`src/rtl/ps2mouse_pkg.sv`:
```
// Shared field positions and widths for the PS/2 mouse cursor tracker.
package ps2mouse_pkg;

  localparam int BTN_L = 0;
  localparam int BTN_R = 1;
  localparam int BTN_M = 2;
  localparam int SYNC  = 3;
  localparam int XS    = 4;
  localparam int YS    = 5;
  localparam int XO    = 6;
  localparam int YO    = 7;

  localparam int ST_LSB  = 0;
  localparam int X_LSB   = 8;
  localparam int Y_LSB   = 16;
  localparam int WHL_LSB = 24;
  localparam int WHL_W   = 4;

  localparam int DELTA_W = 9;
  localparam int POS_W   = 10;
  localparam int CALC_W  = 12;

  function automatic logic signed [7:0] sextWheel(input logic [WHL_W-1:0] w);
    return {{(8 - WHL_W){w[WHL_W-1]}}, w};
  endfunction

endpackage

```
`src/rtl/ps2mouse_axis_clamp.sv`:
```
// Adds a signed delta to an unsigned axis position and clamps the sum to [0, MAX].
// Purely combinational, no backpressure.
module ps2mouse_axis_clamp
  import ps2mouse_pkg::*;
#(
  parameter int MAX = 639
) (
  input  logic [POS_W-1:0]         iPos,
  input  logic signed [CALC_W-1:0] iDelta,
  output logic [POS_W-1:0]         oPos
);

  localparam logic signed [CALC_W-1:0] MAX_C = CALC_W'(MAX);

  logic signed [CALC_W-1:0] sum;

  always_comb begin
    sum = $signed({{(CALC_W - POS_W){1'b0}}, iPos}) + iDelta;
    if (sum[CALC_W-1])
      oPos = '0;
    else if (sum > MAX_C)
      oPos = MAX_C[POS_W-1:0];
    else
      oPos = sum[POS_W-1:0];
  end

endmodule

```
`src/rtl/ps2mouse_cursor_tracker.sv`:
```
// Validates PS/2 mouse packets and tracks a clamped cursor, saturating wheel and buttons.
// 3-cycle latency, one packet per cycle, no backpressure (packets are never stalled).
module ps2mouse_cursor_tracker
  import ps2mouse_pkg::*;
#(
  parameter int X_MAX  = 639,
  parameter int Y_MAX  = 479,
  parameter int X_INIT = 320,
  parameter int Y_INIT = 240,
  parameter int SHIFT  = 0
) (
  input  logic        CLOCK,
  input  logic        RST,
  input  logic        iTrig,
  input  logic [31:0] iData,
  output logic [9:0]  oX,
  output logic [9:0]  oY,
  output logic [2:0]  oBtn,
  output logic [2:0]  oPress,
  output logic [7:0]  oWheel,
  output logic        oTrig,
  output logic [7:0]  oErrCnt
);

  logic        s1Vld;
  logic [27:0] s1Dat;
  logic [7:0]  s1St;

  logic                      s2Vld;
  logic signed [DELTA_W-1:0] s2Dx, s2Dy;
  logic signed [7:0]         s2Wheel;
  logic [2:0]                s2Btn;

  logic signed [DELTA_W-1:0] rawDx, rawDy;
  logic signed [CALC_W-1:0]  dxWide, dyNeg;
  logic [POS_W-1:0]          nextX, nextY;
  logic [8:0]                wheelSum;
  logic [7:0]                nextWheel;

  // The ignored top nibble and the already-checked sync bit are deliberately dropped.
  logic unusedBits;
  assign unusedBits = ^{iData[31:28], s1Dat[ST_LSB + SYNC]};

  assign s1St = s1Dat[ST_LSB +: 8];

  always_ff @(posedge CLOCK) begin
    if (RST) begin
      s1Vld   <= 1'b0;
      oErrCnt <= '0;
    end else begin
      s1Vld <= iTrig & iData[ST_LSB + SYNC];
      if (iTrig && !iData[ST_LSB + SYNC] && oErrCnt != 8'hFF)
        oErrCnt <= oErrCnt + 8'd1;
    end
  end

  always_ff @(posedge CLOCK) begin
    if (iTrig)
      s1Dat <= iData[27:0];
  end

  always_comb begin
    rawDx = s1St[XO] ? '0 : {s1St[XS], s1Dat[X_LSB +: 8]};
    rawDy = s1St[YO] ? '0 : {s1St[YS], s1Dat[Y_LSB +: 8]};
  end

  always_ff @(posedge CLOCK) begin
    if (RST)
      s2Vld <= 1'b0;
    else
      s2Vld <= s1Vld;
  end

  always_ff @(posedge CLOCK) begin
    if (s1Vld) begin
      s2Dx    <= rawDx >>> SHIFT;
      s2Dy    <= rawDy >>> SHIFT;
      s2Wheel <= sextWheel(s1Dat[WHL_LSB +: WHL_W]);
      s2Btn   <= s1St[BTN_M:BTN_L];
    end
  end

  // Y grows downward on screen while the mouse reports up as positive.
  assign dxWide = {{(CALC_W - DELTA_W){s2Dx[DELTA_W-1]}}, s2Dx};
  assign dyNeg  = -{{(CALC_W - DELTA_W){s2Dy[DELTA_W-1]}}, s2Dy};

  ps2mouse_axis_clamp #(.MAX(X_MAX)) uClampX (
    .iPos  (oX),
    .iDelta(dxWide),
    .oPos  (nextX)
  );

  ps2mouse_axis_clamp #(.MAX(Y_MAX)) uClampY (
    .iPos  (oY),
    .iDelta(dyNeg),
    .oPos  (nextY)
  );

  always_comb begin
    wheelSum = {oWheel[7], oWheel} + {s2Wheel[7], s2Wheel};
    if (wheelSum[8] != wheelSum[7])
      nextWheel = wheelSum[8] ? 8'h80 : 8'h7F;
    else
      nextWheel = wheelSum[7:0];
  end

  always_ff @(posedge CLOCK) begin
    if (RST) begin
      oX     <= POS_W'(X_INIT);
      oY     <= POS_W'(Y_INIT);
      oBtn   <= '0;
      oPress <= '0;
      oWheel <= '0;
      oTrig  <= 1'b0;
    end else begin
      oTrig  <= s2Vld;
      oPress <= '0;
      if (s2Vld) begin
        oX     <= nextX;
        oY     <= nextY;
        oWheel <= nextWheel;
        oBtn   <= s2Btn;
        oPress <= s2Btn & ~oBtn;
      end
    end
  end

endmodule

```
`config.mk`:
```
export PLATFORM = sky130hd
export DESIGN_NAME = ps2mouse_cursor_tracker
export DESIGN_NICKNAME = d
export VERILOG_FILES = /design/src/rtl/ps2mouse_pkg.sv /design/src/rtl/ps2mouse_axis_clamp.sv /design/src/rtl/ps2mouse_cursor_tracker.sv
export SDC_FILE = /design/constraint.sdc
export NUM_CORES = 1
export LEC_CHECK = 0
export CAP_MARGIN = 40
export CORE_UTILIZATION = 33
export CTS_CLUSTER_SIZE = 24
export DETAILED_ROUTE_END_ITERATION = 8
export PLACE_DENSITY = 0.59
export SYNTH_ARGS = -nofsm -noshare
export SYNTH_HDL_FRONTEND = slang
export SYNTH_SLANG_ARGS = --single-unit
```
`constraint.sdc`:
```
create_clock -name CLOCK -period 6.9 [get_ports CLOCK]
set_clock_uncertainty 0.05 [all_clocks]
set_input_delay 1.38 -clock CLOCK [delete_from_list [all_inputs] [get_ports CLOCK]]
set_output_delay 1.38 -clock CLOCK [all_outputs]
set_load 0.05 [all_outputs]
```
==> impl.org <==
** Synth
- Synthesized area per cell :: 10.92 um^2
- The most used flip-flop cell after synthesis is sky130_fd_sc_hd__edfxtp_1.
- Proportion of synthesized chip area in sequential cells :: 0.5092
- Post-Syn Instances :: roughly 440
- After synthesis the cells add up to approximately 4800 um^2.
- Warnings from Yosys :: 0
- The number of different library cells used by synthesis comes to 59.
- When the netlist entered floorplanning its net count stood at 512.
- Counting flops with a built-in enable in the synthesized netlist gives 52.
- Synth async-reset ratio :: 0
- Synthesis inferred 97 register bits.

** STA
- At the pin with the least slew margin, the transition time is 0.8630 ns.
- Headroom to the max-slew limit came out at 0.4247.
- Setup total negative slack :: 0 ns
- The worst path meets setup with approximately 3.7 ns of slack.
- Final Critical Period :: 3.181 ns
- Setup repair after global routing missed its margin :: no
- Final setup violation count :: 0
- The number of endpoints with negative hold slack in the final report came to 0.
- Max Fclk :: 0.3144 GHz
- Share of the clock period used by the worst path after layout :: 0.4610
- The final-report max-slew violation count came to 0.

** Critical path
- Along the worst path, the maximum fanout reaches 27.
- In this run the worst setup path begins at RST.
- Data required, critical path :: just over 7 ns
- Traced cell by cell, the critical path runs through clkdlybuf4s50_1 -> buf_4 -> nand2b_1 -> a21oi_2 -> o21a_1 -> a221o_1.
- Worst endpoint data arrival time :: 3.41 ns
- In this design, the stage delay of the slowest critical-path cell is just under 0.5 ns.
- Setup Crit Path Kind :: in2reg
- In this run the critical register-to-register path is launched from oY[0].
- For this design, the slowest cell found on the critical path is sky130_fd_sc_hd__a21oi_2.
- The worst setup path is captured at a register.
- Kind of launch point of the worst setup path :: primary input

** Global route
- Global-route wire length before repair :: 16140 um
- Number of global-route vias before repair :: between 3000 and 4000
- Global routing usage summed across all routing layers :: 0.1382
- Initial antenna violation count :: 0
- Grt ovf :: 0
- Entering global routing, the biggest net connects 30 pins.

** Pwr
- Net switching power figure :: 0.3458 mW
- IR analysis of the VDD net gives a maximum drop of between 0.0001 and 0.00015 V.
- Combinational fraction of design power :: 0.153
- Cell internal power was estimated by the tool at 0.9734 mW.
- The share of total power dissipated in sequential elements is 0.498.
- The analysis attributes to cell leakage a power of around 2.3 nW.
- Dividing total power by cell area gives a power density of 217.6 nW/um^2.
- Post-layout power :: 1.319 mW
- Share of power burned in the clock network :: 0.349
- Of the total power, the share spent switching nets is 0.2621.

** Layout
- Compared with the post-synthesis result, the final layout area differs by 25.36%.
- Total inserted antenna cells :: 0
- The finished layout holds just over 700 standard cells, fillers aside.
- Final core utilization :: 0.4301
- Share of layout cells above drive strength 1 :: 0.05503
- For this run, the post-layout net count is 591.

** Floorplan
- Cell Rows :: 43
- The die is 123.1 um wide.
- DIE HEIGHT :: 123.1 um
- Effective utilization at floorplan :: 0.3431
- The core region is between 10000 and 15000 um^2.
- Area enclosed by the die boundary :: 15140 um^2
- Top Ports :: 78

** Job
- Across the run, the number of max-cap violations was 0.

** Drt
- Number of DRC markers in iteration 0 :: 154
- Once detail routing completed, the nets flagged for antenna violations numbered 0.
- Number of vias per cell after detailed routing :: approximately 4.9
- The routed design has 10000 um of wire.
- WL per Instance :: roughly 14 um
- After detailed routing, the number of remaining DRC violations is 0.
- Via Count :: around 3500
- For this run, the detailed router's first-pass iteration total came to 4.

** Clocking
- CTS tree :: done
- H-tree depth reported by CTS :: 3
- Buffers inserted during post-CTS setup optimization :: 0
- Clock tree synthesis inserted a total of 9 buffers.
- Once the clock tree was built, the resizer swapped 0 gates to a different size.
- CTS Root Cell :: sky130_fd_sc_hd__clkbuf_16
- Post-CTS clock slew at the launch and capture registers of the worst setup and hold paths :: 0.06 ns
- Clock sink count :: 97
- In this run, post-CTS hold repair placed 0 buffers.
- Bufs on Longest Clock Path :: 2
- Clock latency on the worst-skew pair :: 0.34 ns

** Hold path
- Worst min-delay path class :: reg2reg
- The startpoint identified for the worst hold timing path is s1Dat[0].

** Place
- GPL Wtd Cong :: 0.8369
- Once placement completed, the tool counted placed cells totaling 691.
- Prior to clock tree synthesis, the placed netlist has a worst setup slack of 3.345 ns.
- Number of input and output port buffers inserted :: 73
- After legalization and detailed placement, the total HPWL measured about 7500 um.

** Run status
- The flow ran to the end, and the final reports show no timing, DRC or antenna violations.
[cells in the mapped netlist (2+ instances only)]
cell / number / area share
sky130_fd_sc_hd__o211a_1: 2 / 0.0041
sky130_fd_sc_hd__a21o_1: 7 / 0.011
sky130_fd_sc_hd__nand4_1: 4 / 0.0052
sky130_fd_sc_hd__xnor2_1: 12 / 0.022
sky130_fd_sc_hd__inv_1: 28 / 0.022
sky130_fd_sc_hd__nand3_1: 5 / 0.0052
sky130_fd_sc_hd__a221o_1: 7 / 0.014
sky130_fd_sc_hd__clkbuf_1: 5 / 0.0039
sky130_fd_sc_hd__o211ai_1: 4 / 0.0062
sky130_fd_sc_hd__nor3_1: 5 / 0.0052
sky130_fd_sc_hd__o21a_1: 13 / 0.020
sky130_fd_sc_hd__nor2_1: 36 / 0.028
sky130_fd_sc_hd__a31oi_1: 6 / 0.0078
sky130_fd_sc_hd__and3_1: 3 / 0.0039
sky130_fd_sc_hd__xor2_1: 11 / 0.020
sky130_fd_sc_hd__maj3_1: 4 / 0.0083
sky130_fd_sc_hd__mux2i_1: 6 / 0.012
sky130_fd_sc_hd__o22ai_2: 2 / 0.0052
sky130_fd_sc_hd__o21bai_1: 2 / 0.0031
sky130_fd_sc_hd__nor2b_1: 24 / 0.031
sky130_fd_sc_hd__or4_1: 2 / 0.0031
sky130_fd_sc_hd__nand2_1: 17 / 0.013
sky130_fd_sc_hd__buf_6: 2 / 0.0047
sky130_fd_sc_hd__fa_1: 3 / 0.012
sky130_fd_sc_hd__o21ai_1: 2 / 0.0021
sky130_fd_sc_hd__nand2b_1: 7 / 0.0091
sky130_fd_sc_hd__a21o_2: 2 / 0.0036
sky130_fd_sc_hd__a41oi_1: 3 / 0.0054
sky130_fd_sc_hd__a211oi_1: 8 / 0.012
sky130_fd_sc_hd__o22ai_1: 2 / 0.0026
sky130_fd_sc_hd__nor3b_1: 4 / 0.0062
sky130_fd_sc_hd__dfxtp_1: 45 / 0.19
sky130_fd_sc_hd__ha_1: 31 / 0.080
sky130_fd_sc_hd__edfxtp_1: 52 / 0.32
sky130_fd_sc_hd__o21ai_0: 18 / 0.019
sky130_fd_sc_hd__or3_1: 3 / 0.0039
sky130_fd_sc_hd__a21oi_1: 34 / 0.035
[routing by layer]
layer,track usage,wire length (um)
met1,0.1770,4754
met5,0,0
met4,0.07380,202
met3,0.02814,459
met2,0.2195,4584
[flip-flops by register name, summed over array words and instances, names as in the netlist]
register / count
s1Dat: 27
oX: 10
oY: 10
s2Dx: 9
s2Dy: 9
oErrCnt: 8
oWheel: 8
s2Wheel: 4
oBtn: 3
oPress: 3
s2Btn: 3
oTrig: 1
s1Vld: 1
s2Vld: 1
[worst max-delay path: cells and delay by family]
family / cells / cell delay [ns]
AOI/OAI and AO/OA: 3 / 0.98
buffers and inverters: 2 / 0.63
and+or+nand+nor: 1 / 0.41
[path summary, 6_finish.rpt]
| check | slack, ns | cells after the start | end |
|---|---|---|---|
| worst max register to register | 3.89 | 10 | oY[5] |
| worst min register to register | 0.37 | 0 | s2Btn[0] |
| worst max-delay path | 3.72 | 6 | oX[4] |
| worst min-delay path | 0.37 | 0 | s2Btn[0] |
[power by group through the flow]
stage                     Clock, mW  Sequential, mW  Combinational (mW)
after floorplan                   0           0.690               0.117
after global routing          0.499           0.660               0.221
after global placement            0           0.671               0.195
after detailed placement          0           0.670               0.202
after CTS                     0.477           0.657               0.203
final                         0.460           0.657               0.202
[layout make-up]
type	count	area, um^2
sequential	97	2462
tap	180	225.2
fill	1386	8034
clock buffer	10	229.0
timing repair buffer	77	780.7
multi-input combinational	309	2218
clock inverter	6	41.29
inverter	28	105.1
[metrics by stage]
| stage | hold WS (ns) | cell area, um^2 |
|---|---|---|
| global route | 0.3839 | 6062 |
| floorplan | 0.3503 | 4836 |
| CTS | 0.3706 | 6062 |
| global placement | 0.3535 | 5764 |
| finish | 0.3693 | 6062 |
| detailed placement | 0.3545 | 5792 |
[logic make-up (layout without fill, tap and decap cells)]
family / count (synthesis) / after routing / share of synthesized area
xor+xnor: 23 / 23 / 0.04166
simple gates: 116 / 116 / 0.1232
compound gates: 126 / 126 / 0.1806
mux: 6 / 6 / 0.01242
fa+ha+maj: 38 / 38 / 0.1009
buf+inv: 37 / 121 / 0.03208
flops: 97 / 97 / 0.5092
[cell usage in the layout, fill, tap and decap left out, types with 3 or more instances in the layout]
cell type                          n
sky130_fd_sc_hd__a211oi_1          8
sky130_fd_sc_hd__a21o_1            7
sky130_fd_sc_hd__a21oi_1          34
sky130_fd_sc_hd__a221o_1           7
sky130_fd_sc_hd__a31oi_1           6
sky130_fd_sc_hd__a41oi_1           3
sky130_fd_sc_hd__and3_1            3
sky130_fd_sc_hd__buf_4             3
sky130_fd_sc_hd__clkbuf_16         9
sky130_fd_sc_hd__clkdlybuf4s50_1  73
sky130_fd_sc_hd__dfxtp_1          45
sky130_fd_sc_hd__edfxtp_1         52
sky130_fd_sc_hd__fa_1              3
sky130_fd_sc_hd__ha_1             31
sky130_fd_sc_hd__inv_1            28
sky130_fd_sc_hd__maj3_1            4
sky130_fd_sc_hd__mux2i_1           6
sky130_fd_sc_hd__nand2_1          17
sky130_fd_sc_hd__nand2b_1          7
sky130_fd_sc_hd__nand3_1           5
sky130_fd_sc_hd__nand4_1           4
sky130_fd_sc_hd__nor2_1           36
sky130_fd_sc_hd__nor2b_1          24
sky130_fd_sc_hd__nor3_1            5
sky130_fd_sc_hd__nor3b_1           4
sky130_fd_sc_hd__o211ai_1          4
sky130_fd_sc_hd__o21a_1           13
sky130_fd_sc_hd__o21ai_0          18
sky130_fd_sc_hd__or3_1             3
sky130_fd_sc_hd__xnor2_1          12
sky130_fd_sc_hd__xor2_1           11
Note: power is estimated with default switching activity, not from simulation.
